`config.mk`:
```
export PLATFORM = sky130hd
export DESIGN_NAME = imm_extend_stage
export DESIGN_NICKNAME = d
export VERILOG_FILES = /design/src/rtl/imm_extend_stage.sv
export SDC_FILE = /design/constraint.sdc
export NUM_CORES = 1
export LEC_CHECK = 0
export BUFFER_PORTS_ARGS = -buffer_cell sky130_fd_sc_hd__buf_2
export CORE_MARGIN = 2
export CORE_UTILIZATION = 45
export DETAILED_ROUTE_END_ITERATION = 10
export GPL_ROUTABILITY_DRIVEN = 0
export PLACE_DENSITY_LB_ADDON = 0.08
export SYNTH_ARGS = -nofsm -noshare
export SYNTH_HDL_FRONTEND = slang
export SYNTH_SLANG_ARGS = --single-unit
```
`constraint.sdc`:
```
create_clock -name clk -period 2.1 [get_ports clk]
set_clock_uncertainty 0.2 [all_clocks]
set_input_delay 0.42 -clock clk [delete_from_list [all_inputs] [get_ports clk]]
set_output_delay 0.42 -clock clk [all_outputs]
set_load 0.01 [all_outputs]
```
`src/rtl/imm_extend_stage.sv`:
```
// Immediate-generation stage for the decode path: extends an IN_W-bit immediate
// to OUT_W bits by mode and buffers the result in a 2-entry elastic FIFO.
module imm_extend_stage #(
  parameter int IN_W     = 16,
  parameter int OUT_W    = 32,
  parameter int BR_SHIFT = 2,
  parameter int TAG_W    = 5
) (
  input  logic             clk,
  input  logic             rst_n,
  input  logic             flush,
  input  logic             in_valid,
  output logic             in_ready,
  input  logic [IN_W-1:0]  in_imm,
  input  logic [1:0]       in_mode,
  input  logic [TAG_W-1:0] in_tag,
  output logic             out_valid,
  input  logic             out_ready,
  output logic [OUT_W-1:0] out_data,
  output logic [TAG_W-1:0] out_tag
);

  localparam logic [1:0] MODE_ZERO  = 2'b00;
  localparam logic [1:0] MODE_SIGN  = 2'b01;
  localparam logic [1:0] MODE_UPPER = 2'b10;

  function automatic logic [OUT_W-1:0] extend_imm(input logic [IN_W-1:0] imm,
                                                  input logic [1:0]      mode);
    logic        [OUT_W-1:0] zx;
    logic signed [OUT_W-1:0] sx;
    logic        [OUT_W-1:0] res;
    zx = OUT_W'(imm);
    sx = OUT_W'($signed(imm));
    case (mode)
      MODE_ZERO:  res = zx;
      MODE_SIGN:  res = sx;
      MODE_UPPER: res = zx << (OUT_W - IN_W);
      default:    res = sx <<< BR_SHIFT;
    endcase
    return res;
  endfunction

  logic [1:0]       count_q, count_d;
  logic [OUT_W-1:0] head_data_q, head_data_d;
  logic [TAG_W-1:0] head_tag_q, head_tag_d;
  logic [OUT_W-1:0] skid_data_q, skid_data_d;
  logic [TAG_W-1:0] skid_tag_q, skid_tag_d;

  logic [OUT_W-1:0] ext_data;
  logic             push;
  logic             pop;

  // Handshake flags come from registered occupancy only, so in_ready never
  // depends combinationally on out_ready.
  assign in_ready  = (count_q != 2'd2);
  assign out_valid = (count_q != 2'd0);
  assign out_data  = head_data_q;
  assign out_tag   = head_tag_q;

  assign ext_data = extend_imm(in_imm, in_mode);
  assign push     = in_valid && in_ready;
  assign pop      = out_valid && out_ready;

  always_comb begin
    count_d     = count_q;
    head_data_d = head_data_q;
    head_tag_d  = head_tag_q;
    skid_data_d = skid_data_q;
    skid_tag_d  = skid_tag_q;
    if (flush) begin
      count_d = 2'd0;
    end else if (push && !pop) begin
      if (count_q == 2'd0) begin
        head_data_d = ext_data;
        head_tag_d  = in_tag;
      end else begin
        skid_data_d = ext_data;
        skid_tag_d  = in_tag;
      end
      count_d = count_q + 2'd1;
    end else if (pop && !push) begin
      if (count_q == 2'd2) begin
        head_data_d = skid_data_q;
        head_tag_d  = skid_tag_q;
      end
      count_d = count_q - 2'd1;
    end else if (push && pop) begin
      // Only reachable with one entry: the new entry replaces the departing head.
      head_data_d = ext_data;
      head_tag_d  = in_tag;
    end
  end

  always_ff @(posedge clk) begin
    if (!rst_n) begin
      count_q     <= 2'd0;
      head_data_q <= '0;
      head_tag_q  <= '0;
      skid_data_q <= '0;
      skid_tag_q  <= '0;
    end else begin
      count_q     <= count_d;
      head_data_q <= head_data_d;
      head_tag_q  <= head_tag_d;
      skid_data_q <= skid_data_d;
      skid_tag_q  <= skid_tag_d;
    end
  end

endmodule

```
==> results.sh <==
export IMPL_status="complete, no violations"
export IMPL_grt_max_degree=66
export IMPL_post_route_util_pct=60.6
export IMPL_grt_pass1_vias=2919
export IMPL_maxSlewViolCount=0
export IMPL_syn_area_um2=3560
export IMPL_cts_buffers=9
export IMPL_final_common_cell="nand2_1"
export IMPL_ant_nets=0
export IMPL_die_area_um2=8640
export IMPL_dp_hpwl_mm=5.86
export IMPL_drtIter0Drc=143
export IMPL_drt_first_pass_iters=4
export IMPL_syn2layout_area_growth_pct=30.9
export IMPL_path_class="reg -> reg"
export IMPL_clock_sinks=76
export IMPL_grt_overflow=0
export IMPL_clk_latency_ns=0.35
export IMPL_final_cell_mix="112 x nand2_1, 74 x dfxtp_1, 66 x buf_2, 36 x o211a_1, 30 x a21oi_1"
export IMPL_yosysWarnings=0
export IMPL_die_h_um=93.0
export IMPL_wire_per_inst_um=15.3
export IMPL_min_period_ns=2.07
export IMPL_hold_viol_final=0
export IMPL_vias=3249
export IMPL_cts_tree="yes"
export IMPL_cp_max_fo=14
export IMPL_rows=32
export IMPL_cap_violations=0
export IMPL_fin_crit_sh_pct=98.8
export IMPL_whs_ns=0.122
export IMPL_nNetsFinal=533
export IMPL_clkSlewWorstSetupHoldPaths_ns=0.08
export IMPL_crit_path_end_kind="flop"
export IMPL_hp_class="in -> reg"
export IMPL_tightest_slew_ns=0.740
export IMPL_antenna_found_initial=0
export IMPL_max_freq_mhz=482
export IMPL_avgSynthCellArea_um2=8.23
export IMPL_dr_wl_met3_um=368
export IMPL_wl_mm=9.32
export IMPL_die_w_um=93.0
export IMPL_slew_headroom_pct=50.7
export IMPL_synth_cell_types=32
export IMPL_top_layer="met4"
export IMPL_cp_arrival_ns=2.11
export IMPL_root_buffer="clkbuf_8"
export IMPL_fin_area_um2=4660
export IMPL_cp_required_ns=2.13
export IMPL_htree_levels=3
export IMPL_setup_viol=0
export IMPL_initial_core_util_pct=46.3
export IMPL_drcViolationCount=0
export IMPL_worstSetupStartpointType="flop"
export IMPL_num_antenna_cells=0
export IMPL_clock_path_buffers=2
export IMPL_ir_drop_v=0.000444
export IMPL_ys_seq_area_share_pct=42.7
export IMPL_power_leakage_uw=0.00227
export IMPL_yosys_register_bits=76
export IMPL_multi_input_area_um2=2050
export IMPL_io_pins=67
export IMPL_core_area_um2=7690
export IMPL_grt_pass1_wl_mm=14.3
export IMPL_fill_cells=701
export IMPL_holdBufCountCts=0
export IMPL_dr_wl_met2_mm=4.56
export IMPL_post_dp_cell_area_um2=4110
export IMPL_syn_instance_count=433
export IMPL_rsz0062_at_grt="yes"
export IMPL_viasPerCell=5.33
export IMPL_portBuffers=66
export IMPL_wl_met1_mm=4.24
export IMPL_grtUsageTotal_pct=21.0
export IMPL_drive_gt1_share_pct=28.2
export IMPL_power_per_cell_area_nw_per_um2=744
export IMPL_final_seq_area_um2=1530
export IMPL_synth_fp_nets=464
synthesized netlist by cell type:
library cell  instances  share of area, %
nand2_1             115                12
dfxtp_1              76                43
o211a_1              36                10
a21oi_1              30               4.2
clkbuf_1             26               2.7
nor2b_1              19               3.3
nor2_1               16               1.7
o21ai_0              16               2.2
o21a_1               15               3.2
a31o_1               14               3.4
o22ai_1              14               2.5
buf_2                10               1.4
a21boi_0              9               1.9
mux2i_1               6               1.7
nand2b_1              4              0.70
ha_1                  3               1.1
inv_1                 3              0.32
nand3_1               3              0.42
a31oi_1               2              0.35
and2_1                2              0.35
buf_4                 2              0.42
xor2_1                2              0.49
a31oi_4               1              0.60
and2_0                1              0.18
buf_6                 1              0.32
nand2_2               1              0.18
nand3b_1              1              0.21
nand4bb_1             1              0.32
nor3b_1               1              0.21
or3_1                 1              0.18
or3b_1                1              0.25
or3b_2                1              0.25
cells by family (layout without fill, tap and decap cells):
| kind of cell | after synthesis | after routing | share of synthesized area (%) |
|---|---|---|---|
| buf+inv | 42 | 115 | 5.20 |
| xor+xnor | 2 | 2 | 0.492 |
| simple gates | 167 | 168 | 20.4 |
| mux | 6 | 6 | 1.69 |
| fa+ha+maj | 3 | 3 | 1.05 |
| compound gates | 137 | 137 | 28.5 |
| flops | 76 | 76 | 42.7 |
per-layer routing:
metal / GRT usage (%) / vias to the layer above
met1: 27.7 / 1528
li1: - / 1636
met3: 3.30 / 12
met2: 34.5 / 73
met5: 0 / -
met4: 8.09 / 0
power by group:
| part | leakage (µW) | internal, µW | switching, µW |
|---|---|---|---|
| combinational | 0.00155 | 307 | 339 |
| clock | 0.000106 | 707 | 553 |
| sequential | 0.000619 | 1520 | 43.3 |
| total | 0.00227 | 2530 | 935 |
worst max-delay path, cell delays in order, from the launching register on:
cell	delay [ns]
dfxtp_4	0.36
nand2b_4	0.14
and2_4	0.14
ha_4	0.16
nand4bb_4	0.22
a31oi_4	0.27
buf_6	0.20
buf_12	0.17
o22ai_1	0.09
flip-flops by register name, indices dropped and copies added (netlist names):
name / cells
out_data: 32
count_q: 2
out_tag: 5
skid_tag_q: 5
skid_data_q: 32
what timing repair did:
action	4_1_cts	5_1_grt
pin swaps	1	17
setup endpoints to repair	30	74
setup buffers	4	1
gates cloned	2	3
resized for setup	6	37
per-stage QoR:
stage          setup slack [ns]  cells  total power, µW  setup TNS (ns)
2_1_floorplan          -0.00160    433             1930         -0.0160
3_3_place_gp            -0.0860    584             2120           -2.12
3_5_place_dp             -0.128    584             2130           -4.43
4_1_cts                 0.00219    606             3440               0
5_1_grt                 -0.0437    609             3620          -0.758
6_report                 0.0251    609             3470               0
final timing paths:
| kind | startpoint | end | slack, ns | cells after the start |
|---|---|---|---|---|
| max | count_q[0] | out_data[22] | 0.03 | 8 |
| min | in_tag[2] | skid_tag_q[2] | 0.12 | 3 |
| max reg2reg | count_q[0] | out_data[22] | 0.03 | 8 |
| min reg2reg | skid_tag_q[2] | skid_tag_q[2] | 0.27 | 2 |
layout make-up:
cell class | count | share of cell area (%)
Tap cell | 102 | 2.74
Sequential cell | 76 | 32.8
Inverter | 3 | 0.242
Multi-Input combinational cell | 316 | 43.9
Timing Repair Buffer | 96 | 15.5
Clock buffer | 11 | 3.03
Clock inverter | 5 | 1.80
Note: power is estimated with default switching activity, not from simulation.
